## config.mk

```make
export PLATFORM = sky130hd
export DESIGN_NAME = ex_mem_latch
export DESIGN_NICKNAME = d
export VERILOG_FILES = /design/src/rtl/ex_mem_latch_pkg.sv /design/src/rtl/ex_mem_latch_cc_eval.sv /design/src/rtl/ex_mem_latch.sv
export SDC_FILE = /design/constraint.sdc
export NUM_CORES = 1
export LEC_CHECK = 0
export CAP_MARGIN = 20
export CORE_MARGIN = 3
export CORE_UTILIZATION = 34
export DETAILED_ROUTE_END_ITERATION = 10
export PLACE_DENSITY_LB_ADDON = 0.1
export SLEW_MARGIN = 15
export SYNTH_ARGS = -nofsm -noshare
export SYNTH_HDL_FRONTEND = slang
export SYNTH_SLANG_ARGS = --single-unit
export TNS_END_PERCENT = 100
```

## constraint.sdc

```tcl
create_clock -name i_clk -period 1.75 [get_ports i_clk]
set_clock_uncertainty 0.15 [all_clocks]
set_input_delay 0.35 -clock i_clk [delete_from_list [all_inputs] [get_ports i_clk]]
set_output_delay 0.35 -clock i_clk [all_outputs]
set_load 0.02 [all_outputs]
```

## src/rtl/ex_mem_latch_pkg.sv

```systemverilog
// Shared constants for the EX/MEM pipeline register and the branch-condition evaluator.
// Flags are ordered {n,z,p,c} everywhere.
package ex_mem_latch_pkg;

    localparam int DATA_W = 16;
    localparam int CC_W   = 4;
    localparam int REG_W  = 3;

    localparam int CC_N = 3;
    localparam int CC_Z = 2;
    localparam int CC_P = 1;
    localparam int CC_C = 0;

    localparam logic [CC_W-1:0] BR_ALWAYS = 4'b1110;
    localparam logic [CC_W-1:0] BR_NEVER  = 4'b0000;

    // A branch fires when any flag selected by the mask is set.
    function automatic logic cc_hit(input logic [CC_W-1:0] mask,
                                    input logic [CC_W-1:0] flags);
        return |(mask & flags);
    endfunction

endpackage

```

## src/rtl/ex_mem_latch_cc_eval.sv

```systemverilog
// Combinational branch-condition check: mask against flags.
// Also instantiated by the decode-stage branch predictor.
module cc_eval
    import ex_mem_latch_pkg::*;
(
    input  logic [CC_W-1:0] mask_i,
    input  logic [CC_W-1:0] flags_i,
    output logic            take_o
);

    assign take_o = cc_hit(mask_i, flags_i);

endmodule

```

## src/rtl/ex_mem_latch.sv

```systemverilog
// EX->MEM pipeline register. Owns the committed nzpc flag register, resolves
// conditional branches against it, and squashes the wrong-path slot after a taken branch.
module ex_mem_latch #(
    parameter int DATA_W = ex_mem_latch_pkg::DATA_W,
    parameter int CC_W   = ex_mem_latch_pkg::CC_W,
    parameter int REG_W  = ex_mem_latch_pkg::REG_W
) (
    input  logic              i_clk,
    input  logic              i_rstn,
    input  logic              i_valid,
    input  logic [DATA_W-1:0] i_result,
    input  logic [CC_W-1:0]   i_ccodes,
    input  logic              i_setCc,
    input  logic              i_regWr,
    input  logic [REG_W-1:0]  i_regDst,
    input  logic              i_isBranch,
    input  logic [CC_W-1:0]   i_brCond,
    input  logic [DATA_W-1:0] i_brTarget,
    input  logic              i_stall,
    input  logic              i_flush,
    output logic              o_valid,
    output logic [DATA_W-1:0] o_result,
    output logic              o_regWr,
    output logic [REG_W-1:0]  o_regDst,
    output logic [CC_W-1:0]   o_ccodes,
    output logic              o_brTaken,
    output logic [DATA_W-1:0] o_brTarget
);

    logic              valid_q,    valid_d;
    logic [DATA_W-1:0] result_q,   result_d;
    logic              regwr_q,    regwr_d;
    logic [REG_W-1:0]  regdst_q,   regdst_d;
    logic [CC_W-1:0]   ccodes_q,   ccodes_d;
    logic              brtaken_q,  brtaken_d;
    logic [DATA_W-1:0] brtarget_q, brtarget_d;

    logic kill;
    logic live;
    logic cc_take;
    logic take;

    // Flags come straight from the committed register: a setter captured on the
    // previous edge is already visible, so no forwarding is needed.
    cc_eval u_cc_eval (
        .mask_i  (i_brCond),
        .flags_i (ccodes_q),
        .take_o  (cc_take)
    );

    assign kill = brtaken_q;
    assign live = i_valid & ~kill;
    assign take = live & i_isBranch & cc_take;

    always_comb begin
        valid_d    = valid_q;
        result_d   = result_q;
        regwr_d    = regwr_q;
        regdst_d   = regdst_q;
        ccodes_d   = ccodes_q;
        brtarget_d = brtarget_q;
        brtaken_d  = 1'b0;

        if (i_flush) begin
            valid_d = 1'b0;
            regwr_d = 1'b0;
        end else if (!i_stall) begin
            valid_d  = live;
            result_d = i_result;
            regdst_d = i_regDst;
            regwr_d  = i_regWr & live;
            if (live && i_setCc) begin
                ccodes_d = i_ccodes;
            end
            brtaken_d = take;
            if (take) begin
                brtarget_d = i_brTarget;
            end
        end
    end

    always_ff @(posedge i_clk or negedge i_rstn) begin
        if (!i_rstn) begin
            valid_q    <= 1'b0;
            result_q   <= '0;
            regwr_q    <= 1'b0;
            regdst_q   <= '0;
            ccodes_q   <= '0;
            brtaken_q  <= 1'b0;
            brtarget_q <= '0;
        end else begin
            valid_q    <= valid_d;
            result_q   <= result_d;
            regwr_q    <= regwr_d;
            regdst_q   <= regdst_d;
            ccodes_q   <= ccodes_d;
            brtaken_q  <= brtaken_d;
            brtarget_q <= brtarget_d;
        end
    end

    assign o_valid    = valid_q;
    assign o_result   = result_q;
    assign o_regWr    = regwr_q;
    assign o_regDst   = regdst_q;
    assign o_ccodes   = ccodes_q;
    assign o_brTaken  = brtaken_q;
    assign o_brTarget = brtarget_q;

endmodule

```

==> impl_metrics.tcl, run 1 <==
set metrics [dict create \
    postCtsSetupBuffers 0 \
    htreeDepth 2 \
    cts.sinks 42 \
    seq_area_frac_synth_pct 63.5 \
    chipWidth_um 75.8 \
    antenna_found_initial 0 \
    postRouteAntennaNets 0 \
    via_count 1166 \
    met3WireLength_um 308 \
    m1WireLength_um 1710 \
    drt_iter0_drc 20 \
    numCtsBuffers 5 \
    synthArstFlopShare_pct 100 \
    syn_to_final_growth_pct 72.3 \
    routabilityCongestion 0.693 \
    slew_viol_final 0 \
    critPathRequiredTime_ns 1.78 \
    pin_count 93 \
    synth_seq_cells 42 \
    nNetsFinal 251 \
    status "finished with violations" \
    dp_hpwl_um 2970 \
    path_max_fanout 8 \
    rsz0062_at_grt "true" \
    end_kind "flip-flop" \
    path_class "flip-flop to flip-flop" \
    top_layer "met4" \
    drc_errors 0 \
    yosysUniqueCellTypes 17 \
    start_util_pct 36.5 \
    setup_ws_ns -0.00784 \
    synth_edf_count 0 \
    power_density_nw_per_um2 1130 \
    violations "setup timing" \
    tightest_slew_ns 0.527 \
    grtUsageTotal_pct 13.5 \
    yosysWarnings 0 \
    start_kind "flip-flop" \
    leakage_uw 0.00142 \
    detail_route.wl_per_cell_um 15.4 \
    clock_path_buffers 2 \
    syn_area_per_cell_um2 17.2 \
    coreArea_um2 4530 \
    crit_arrival_ns 1.79 \
    overflow 0 \
    wl_met2_um 2020 \
    slew-limit-headroom_pct 64.9 \
    die-area_um2 5740 \
    finalHoldViolations 0 \
    chipHeight_um 75.8 \
    clk_latency_ns 0.29 \
    clockRootBuffer "clkbuf_8" \
    row_count 24 \
    min_path_type "flip-flop to flip-flop" \
    ff2ff_setup_slack_ns -0.008 \
    dp_slack_ns -0.333 \
    synth_ff_type "dfrtp_1" \
    synthCells 96 \
    cts_tree "yes" \
    finalSetupViolations 7 \
    portBuffers 92 \
    min_period_ns 1.76 \
    syn_area_um2 1650 \
    drtPass1Iterations 2 \
    peakVddDrop_mv 0.728 \
    drive_gt1_share_pct 29.0 \
    fin_crit_sh_pct 100 \
    clkTransAtPathRegs_ns 0.08 \
    first_global_vias 1177 \
    routed_wl_um 4080 \
    grt_pass1_wl_um 5740 \
    synth.net_count 147 \
    fin_tns_setup_ns -0.0277 \
    fmax_ghz 0.569 \
    cap_violations 0 \
    diodes 0 \
    grt_max_degree 23 \
    via_per_inst 4.40 \
]
[per-layer routing]
layer | track usage [%] | up-vias
li1 | - | 547
met1 | 16.4 | 560
met2 | 22.1 | 53
met3 | 4.09 | 6
met4 | 5.83 | 0
met5 | 0 | -
[synth_stat cells (2+ instances only)]
| library cell | n | area share, % |
|---|---|---|
| a22o_1 | 2 | 1.1 |
| dfrtp_1 | 42 | 64 |
| mux2_2 | 30 | 20 |
| mux2_4 | 9 | 8.2 |
[worst paths after layout]
path                                    startpoint                         end  cells past startpoint
setup / recovery           o_ccodes[0]$_DFFE_PN0P_  o_brTarget[14]$_DFFE_PN0P_                      4
hold / removal             o_regDst[0]$_DFFE_PN0P_     o_regDst[0]$_DFFE_PN0P_                      1
setup reg to reg           o_ccodes[0]$_DFFE_PN0P_  o_brTarget[14]$_DFFE_PN0P_                      4
hold reg to reg            o_regDst[0]$_DFFE_PN0P_     o_regDst[0]$_DFFE_PN0P_                      1
max in group asynchronous                   i_rstn     o_result[3]$_DFFE_PN0P_                      3
min in group asynchronous                   i_rstn     o_regDst[1]$_DFFE_PN0P_                      2
[worst max-delay path: stages, from the launching register on]
cell and delay (ns):
dfrtp_1 0.41, a22o_1 0.27, o2111ai_4 0.29, clkbuf_16 0.23, mux2_4 0.30
[registers in the layout, indices dropped and copies added, names as in the netlist]
signal      count
o_brTaken       1
o_brTarget     16
o_valid         1
o_ccodes        4
o_result       16
o_regDst        3
o_regWr         1
[what timing repair did]
action | in CTS | in global routing
cloned | 0 | 1
pin swaps | 0 | 3
gates resized for setup | 36 | 17
hold endpoints to repair | 20 | 0
endpoints found under the setup margin | 42 | 20
hold buffers | 1 | 0
[cells by family after synthesis]
| group | count (synthesis) | synth area share [%] |
|---|---|---|
| simple gates | 6 | 2.12 |
| compound gates | 4 | 2.95 |
| flops | 42 | 63.5 |
| mux | 40 | 29.2 |
| buf+inv | 4 | 2.19 |
[cells in the final DEF, fill, tap and decap left out, drive strengths merged]
master / netlist / routed
dlygate4sd3: 0 / 1
mux2: 39 / 39
buf: 3 / 7
nor2: 2 / 2
clkdlybuf4s50: 0 / 46
o2111ai: 1 / 1
bufinv: 0 / 1
mux2i: 1 / 1
dfrtp: 42 / 42
nand3: 1 / 1
clkbuf: 0 / 7
nand2: 1 / 1
a21oi: 1 / 1
dlygate4sd2: 0 / 35
inv: 1 / 1
nand3b: 1 / 1
a22o: 2 / 2
dlymetal6s2s: 0 / 10
and2b: 1 / 1
[area by class of cell]
| cell class | count | area, µm² |
|---|---|---|
| fill | 344 | 1680 |
| sequential | 42 | 1050 |
| timing repair buffer | 100 | 1000 |
| multi-input combinational | 50 | 598 |
| clock buffer | 6 | 82.6 |
| tap | 65 | 81.3 |
| clock inverter | 1 | 30.0 |
| inverter | 1 | 3.75 |
[through the flow]
stage | instances | area [µm²] | power, µW | hold slack (ns) | util [%]
final | 265 | 2850 | 3210 | 0.353 | 62.9
after global routing | 265 | 2850 | 3360 | 0.370 | 62.9
after CTS | 264 | 2770 | 3220 | 0.357 | 61.1
after detailed placement | 256 | 2690 | 2570 | 0.201 | 59.3
after global placement | 256 | 2690 | 2550 | 0.188 | 59.3
after floorplan | 96 | 1660 | 1900 | -0.0956 | -
[power by group]
group	internal, µW	switching [µW]	leakage (µW)
Combinational	599	512	0.000861
Clock	456	312	0.0000573
Sequential	1200	129	0.000506
No activity file was read; power rests on OpenSTA's default activity.
==> run 2, diff against run 1 <==
- CAP_MARGIN: 20 -> default
- GPL_ROUTABILITY_DRIVEN: default -> 0
==> results of run 2 <==
The final DEF is identical to that of run 1; final timing and power are the same.
==> run 3, diff against run 2 <==
- CTS_BUF_LIST: default -> sky130_fd_sc_hd__clkbuf_4 sky130_fd_sc_hd__clkbuf_8 sky130_fd_sc_hd__clkbuf_16
- HOLD_SLACK_MARGIN: default -> 0.12
==> results of run 3 <==
The final DEF is identical to that of run 1; final timing and power are the same.
